===== src/rtl/spi_slave_wb.sv =====
// spi_slave_wb: SPI mode-0 slave that turns command/data frames into
// Wishbone single-beat reads and writes with address auto-increment.
module spi_slave_wb #(
   parameter int WB_TIMEOUT = 15
) (
   input  logic       wb_clk_i,
   input  logic       wb_rst_i,
   input  logic       sck_i,
   input  logic       ss_n_i,
   input  logic       mosi_i,
   output logic       miso_o,
   output logic       miso_oe,
   output logic [7:0] wb_addr_o,
   output logic [7:0] wb_data_o,
   input  logic [7:0] wb_data_i,
   output logic       wb_we_o,
   output logic       wb_cyc_o,
   output logic       wb_stb_o,
   input  logic       wb_ack_i,
   input  logic       wb_err_i,
   output logic       err_o
);

   localparam int TW = $clog2(WB_TIMEOUT + 1);
   localparam logic [TW-1:0] T_LAST = TW'(WB_TIMEOUT - 1);

   typedef enum logic [1:0] {IDLE, CMD, DATA} spi_state_e;
   typedef enum logic {WB_IDLE, WB_BUSY} wb_state_e;

   // synchronizer chains: [0] meta, [1] synced, [2] previous synced
   logic [2:0] sck_s_q, sck_s_d;
   logic [2:0] ss_s_q, ss_s_d;
   logic [1:0] mosi_s_q, mosi_s_d;

   logic sck_rise, sck_fall, ss_fall, ss_rise;

   spi_state_e spi_state_q, spi_state_d;
   logic [2:0] bit_cnt_q, bit_cnt_d;
   logic [7:0] rx_q, rx_d;
   logic [7:0] tx_q, tx_d;
   logic [6:0] addr_q, addr_d;
   logic       wr_mode_q, wr_mode_d;
   logic       load_q, load_d;
   logic [7:0] rx_byte;

   logic       req_vld;
   logic       req_we;
   logic [6:0] req_addr;
   logic [7:0] req_data;
   logic       spi_err;

   wb_state_e  wb_state_q, wb_state_d;
   logic          cyc_q, cyc_d;
   logic          we_q, we_d;
   logic [6:0]    adr_q, adr_d;
   logic [7:0]    dat_q, dat_d;
   logic [TW-1:0] tmr_q, tmr_d;
   logic          rd_valid_q, rd_valid_d;
   logic          rd_live_q, rd_live_d;
   logic [7:0]    rd_data_q, rd_data_d;
   logic          wb_fail;
   logic          wb_drop;
   logic          wb_term;
   logic          wb_ok;
   logic          new_rd;

   logic err_q, err_d;

   // bring the asynchronous SPI pins into the wb_clk_i domain
   always_comb begin
      sck_s_d  = {sck_s_q[1:0], sck_i};
      ss_s_d   = {ss_s_q[1:0], ss_n_i};
      mosi_s_d = {mosi_s_q[0], mosi_i};
   end

   assign sck_rise = sck_s_q[1] & ~sck_s_q[2];
   assign sck_fall = ~sck_s_q[1] & sck_s_q[2];
   assign ss_fall  = ~ss_s_q[1] & ss_s_q[2];
   assign ss_rise  = ss_s_q[1] & ~ss_s_q[2];
   assign rx_byte  = {rx_q[6:0], mosi_s_q[1]};

   // synchronizer registers
   always_ff @(posedge wb_clk_i or posedge wb_rst_i) begin
      if (wb_rst_i) begin
         sck_s_q  <= '0;
         ss_s_q   <= '0;
         mosi_s_q <= '0;
      end else begin
         sck_s_q  <= sck_s_d;
         ss_s_q   <= ss_s_d;
         mosi_s_q <= mosi_s_d;
      end
   end

   // SPI frame decode: shift bits, classify bytes, raise bus requests
   always_comb begin
      spi_state_d = spi_state_q;
      bit_cnt_d   = bit_cnt_q;
      rx_d        = rx_q;
      tx_d        = tx_q;
      addr_d      = addr_q;
      wr_mode_d   = wr_mode_q;
      load_d      = load_q;
      req_vld     = 1'b0;
      req_we      = 1'b0;
      req_addr    = addr_q;
      req_data    = rx_byte;
      spi_err     = 1'b0;
      if (ss_rise) begin
         spi_state_d = IDLE;
         load_d      = 1'b0;
      end else if (ss_fall) begin
         spi_state_d = CMD;
         bit_cnt_d   = 3'd0;
         tx_d        = 8'h00;
         load_d      = 1'b0;
      end else if (spi_state_q != IDLE) begin
         if (sck_rise) begin
            rx_d      = rx_byte;
            bit_cnt_d = bit_cnt_q + 3'd1;
            if (bit_cnt_q == 3'd7) begin
               unique case (spi_state_q)
                  CMD: begin
                     spi_state_d = DATA;
                     wr_mode_d   = rx_byte[7];
                     addr_d      = rx_byte[6:0];
                     if (!rx_byte[7]) begin
                        req_vld  = 1'b1;
                        req_addr = rx_byte[6:0];
                        load_d   = 1'b1;
                     end
                  end
                  DATA: begin
                     addr_d  = addr_q + 7'd1;
                     req_vld = 1'b1;
                     if (wr_mode_q) begin
                        req_we   = 1'b1;
                        req_addr = addr_q;
                     end else begin
                        req_addr = addr_q + 7'd1;
                        load_d   = 1'b1;
                     end
                  end
                  default: ;
               endcase
            end
         end else if (sck_fall) begin
            if (load_q) begin
               tx_d    = rd_valid_q ? rd_data_q : 8'hFF;
               spi_err = ~rd_valid_q;
               load_d  = 1'b0;
            end else begin
               tx_d = {tx_q[6:0], 1'b0};
            end
         end
      end
   end

   // SPI state and shift registers
   always_ff @(posedge wb_clk_i or posedge wb_rst_i) begin
      if (wb_rst_i) begin
         spi_state_q <= IDLE;
         bit_cnt_q   <= '0;
         rx_q        <= '0;
         tx_q        <= '0;
         addr_q      <= '0;
         wr_mode_q   <= 1'b0;
         load_q      <= 1'b0;
      end else begin
         spi_state_q <= spi_state_d;
         bit_cnt_q   <= bit_cnt_d;
         rx_q        <= rx_d;
         tx_q        <= tx_d;
         addr_q      <= addr_d;
         wr_mode_q   <= wr_mode_d;
         load_q      <= load_d;
      end
   end

   assign new_rd  = req_vld & ~req_we;
   assign wb_term = wb_ack_i | wb_err_i | (tmr_q == T_LAST);
   assign wb_ok   = wb_ack_i & ~wb_err_i;

   // Wishbone master: one outstanding cycle, timeout, read-data capture
   always_comb begin
      wb_state_d = wb_state_q;
      cyc_d      = cyc_q;
      we_d       = we_q;
      adr_d      = adr_q;
      dat_d      = dat_q;
      tmr_d      = tmr_q;
      rd_valid_d = rd_valid_q;
      rd_live_d  = rd_live_q;
      rd_data_d  = rd_data_q;
      wb_fail    = 1'b0;
      wb_drop    = 1'b0;
      if (new_rd) begin
         rd_valid_d = 1'b0;
         rd_live_d  = 1'b0;
      end
      unique case (wb_state_q)
         WB_IDLE: begin
            if (req_vld) begin
               wb_state_d = WB_BUSY;
               cyc_d      = 1'b1;
               we_d       = req_we;
               adr_d      = req_addr;
               dat_d      = req_we ? req_data : 8'h00;
               tmr_d      = '0;
               rd_live_d  = ~req_we;
            end
         end
         WB_BUSY: begin
            wb_drop = req_vld;
            if (wb_term) begin
               wb_state_d = WB_IDLE;
               cyc_d      = 1'b0;
               wb_fail    = ~wb_ok;
               if (!we_q && rd_live_q && !new_rd) begin
                  rd_valid_d = 1'b1;
                  rd_live_d  = 1'b0;
                  rd_data_d  = wb_ok ? wb_data_i : 8'hFF;
               end
            end else begin
               tmr_d = tmr_q + TW'(1);
            end
         end
         default: ;
      endcase
   end

   // Wishbone state and bus registers
   always_ff @(posedge wb_clk_i or posedge wb_rst_i) begin
      if (wb_rst_i) begin
         wb_state_q <= WB_IDLE;
         cyc_q      <= 1'b0;
         we_q       <= 1'b0;
         adr_q      <= '0;
         dat_q      <= '0;
         tmr_q      <= '0;
         rd_valid_q <= 1'b0;
         rd_live_q  <= 1'b0;
         rd_data_q  <= '0;
      end else begin
         wb_state_q <= wb_state_d;
         cyc_q      <= cyc_d;
         we_q       <= we_d;
         adr_q      <= adr_d;
         dat_q      <= dat_d;
         tmr_q      <= tmr_d;
         rd_valid_q <= rd_valid_d;
         rd_live_q  <= rd_live_d;
         rd_data_q  <= rd_data_d;
      end
   end

   // sticky error: cleared by a new frame, any fault in the same cycle wins
   always_comb begin
      err_d = err_q;
      if (ss_fall) begin
         err_d = 1'b0;
      end
      if (spi_err || wb_fail || wb_drop) begin
         err_d = 1'b1;
      end
   end

   // error flag register
   always_ff @(posedge wb_clk_i or posedge wb_rst_i) begin
      if (wb_rst_i) begin
         err_q <= 1'b0;
      end else begin
         err_q <= err_d;
      end
   end

   assign miso_oe   = ~ss_s_q[1] & (spi_state_q != IDLE);
   assign miso_o    = miso_oe & tx_q[7];
   assign wb_cyc_o  = cyc_q;
   assign wb_stb_o  = cyc_q;
   assign wb_we_o   = we_q;
   assign wb_addr_o = {1'b0, adr_q};
   assign wb_data_o = dat_q;
   assign err_o     = err_q;

endmodule


===== config.mk =====
export PLATFORM = sky130hd
export DESIGN_NAME = spi_slave_wb
export DESIGN_NICKNAME = d
export VERILOG_FILES = /design/src/rtl/spi_slave_wb.sv
export SDC_FILE = /design/constraint.sdc
export NUM_CORES = 1
export LEC_CHECK = 0
export ABC_AREA = 1
export ABC_CLOCK_PERIOD_IN_PS = 6280
export CAP_MARGIN = 20
export CORE_UTILIZATION = 35
export DETAILED_ROUTE_END_ITERATION = 8
export GPL_TIMING_DRIVEN = 0
export SLEW_MARGIN = 30
export SYNTH_ARGS = -nofsm -noshare
export SYNTH_HDL_FRONTEND = slang
export SYNTH_SLANG_ARGS = --single-unit

===== constraint.sdc =====
create_clock -name wb_clk_i -period 6.28 [get_ports wb_clk_i]
set_clock_uncertainty 0.15 [all_clocks]
set_input_delay 1.884 -clock wb_clk_i [delete_from_list [all_inputs] [get_ports wb_clk_i]]
set_output_delay 1.884 -clock wb_clk_i [all_outputs]
set_load 0.05 [all_outputs]

==> metrics <==
placed cell area 0.00397 mm^2; die width 101 um; core area 0.00937 mm^2; Fin Hold WS ~0.20 ns; Via Count about 2700; Synth Flop Type dfrtp_1; Synth Net Count 426; WP data arrival 2.11 ns; Post-synth EDFFs 0; Critical-path top delay cell clkdlybuf4s50_1; P_leak 0.00197 uW; CTS clk-pin slew, worst paths around 0.07 ns; post-CTS sizing 0; Sequential Power Share 49.4%; DRC Markers 0; internal power 727 uW; Root Driver clkbuf_8; setup TNS 0 ns; cell area after synthesis 0.00344 mm^2; dpl cells 563; WP depth 4; die area 0.0102 mm^2; depth of the most critical reg-to-reg path 10; htree depth 3; final setup vio count 0; most frequent cells in the layout nand2_1 (85), dfrtp_1 (70), inv_1 (56); clock buffer count from CTS 9; Switch Pwr 306 uW; CP top delay family buffers and inverters; final worst path period share approximately 66%; initial antenna violation count 0; fmax 241 MHz; total gr overflow 0; hold path cells 0; ANT nets after route 0; max-slew violation count 0; Tmin final 4.14 ns; Hold Path Class reg -> reg; sequential share of the synthesized area 51.0%; Non-Filler Instances ~580; CP Class reg -> out; met3 WL 288 um; clock network power share 35.4%; Starting Density 36.7%; commonest non-fill, non-tap cell in the layout nand2_1; Mapped Cells 398; Power Dens Cells 248 mW/mm^2; Max clock buf depth 2; slew margin rel. roughly two thirds; CTS tree built; Layout area overhead 21.3%; # diodes 0; post-route cell area approximately 0.0042 mm^2; GRT Total Usage 16.3%; Comb pwr share between 10% and 20%; vias in the first global route 2696; row cnt 35; routed wire length 7290 um; # Post-CTS Setup Buffers 0; Nets ~470; Routed wire per std cell 12.6 um; ys async rst share 100%; Initial DRT Pass Iterations 4; io pins 37; RSZ-0062 raised after global routing no; worst-path fanout max 6; HPWL Detailed 5380 um; CP required 4.25 ns; pin count of the biggest net entering global routing 38; hold_buf cts 0; GP Congestion 0.836; register bit total from synthesis 70; die span in y between 100 and 150 um; VDD IR-drop max between 0.09 and 0.1 mV; max-cap viol count 0; Via density 4.68; hold violation count in the final report 0; first-pass GRT wire length 12800 um; startpoint types flip-flop; clk sinks 70; element type at the critical path end output pin; Synth cell types 36; met2 wire length 3250 um; 1st-iter DRT viols 117; Port-buffer cells 35; outcome finished, final reports clean; sw frac between 20 and 30%; syn avg cell area 8.63 um^2; highest metal used met4; slew of the pin with the lowest slew margin roughly 0.51 ns; Worst-Skew Late Latency 0.34 ns; crit-path max cell delay 0.83 ns; Metal-1 WL between 3000 and 4000 um; Syn. warnings 0; layout cells sized above 1 11.1%; crit-path cells inv_1, ha_1, nor3_1, clkdlybuf4s50_1; CP Buf/Inv Count 2
-- area by class of cell --
| class | instances | area (um^2) |
|---|---|---|
| Fill cell | 973 | 5200 |
| Sequential cell | 70 | 1750 |
| Multi-Input combinational cell | 257 | 1400 |
| Timing Repair Buffer | 36 | 370 |
| Inverter | 62 | 235 |
| Tap cell | 129 | 161 |
| Clock buffer | 10 | 138 |
| Clock inverter | 6 | 61.3 |
| Buffer | 9 | 56.3 |
-- kinds of logic (layout without fill, tap and decap cells) --
kind of cell	count (synthesis)	in the layout	share of synthesized area, %
and+or+nand+nor	152	152	19.7
DFF	70	70	51.0
other	1	1	0.109
AOI/OAI and AO/OA	91	91	16.1
adders and majority gates	13	13	4.73
buffers and inverters	71	123	8.41
-- synthesized netlist by cell type, types with 4 or more instances --
cell type,number,area [um^2]
o21ai_1,9,45.0
a22oi_1,4,30.0
a21oi_1,25,125
inv_2,5,18.8
dfrtp_1,70,1750
o21ai_2,8,70.1
inv_1,57,214
nand2_1,85,319
o21ai_0,19,95.1
ha_1,13,163
nor2_1,34,128
o22ai_1,12,75.1
nand3_1,17,85.1
-- sequential cells by signal, summed over array words and instances (netlist names), 2 cells and up, named ones only --
register and flops:
spi_state_q 2, ss_s_q 3, rd_data_q 8, tx_q 8
mosi_s_q 2, rx_q 7, adr_q 7, tmr_q 4
sck_s_q 3, wb_data_o 8, addr_q 7, bit_cnt_q 3
-- power groups by stage --
stage / logic, uW / clock network (uW) / registers [uW]
final: 157 / 365 / 510
after global routing: 185 / 394 / 515
after CTS: 161 / 378 / 510
after detailed placement: 160 / 0 / 518
after global placement: 156 / 0 / 517
after floorplan: 115 / 0 / 509
-- through the flow --
| stage | setup WS (ns) | utilization (%) | power [uW] |
|---|---|---|---|
| after floorplan | 2.47 | - | 624 |
| after global placement | 1.22 | 42.1 | 673 |
| after detailed placement | 2.48 | 42.4 | 679 |
| after CTS | 2.10 | 44.5 | 1050 |
| after global routing | 2.04 | 44.5 | 1090 |
| final | 2.14 | 44.5 | 1030 |
-- routing by layer --
metal,vias up,global-route usage (%)
met1,1260,22.5
met5,-,0
met4,0,7.58
li1,1392,-
met2,45,25.1
met3,10,2.57
-- worst paths after layout --
check | startpoint | endpoint | slack (ns)
min | sck_s_q[0] | sck_s_q[1] | 0.20
min in group asynchronous | wb_rst_i | rd_data_q[5] | 1.75
max in group asynchronous | wb_rst_i | wb_data_o[4] | 3.70
min reg2reg | sck_s_q[0] | sck_s_q[1] | 0.20
max reg2reg | spi_state_q[0] | wb_data_o[2] | 4.22
max | spi_state_q[0] | miso_o | 2.14
Note: power is estimated with default switching activity, not from simulation.
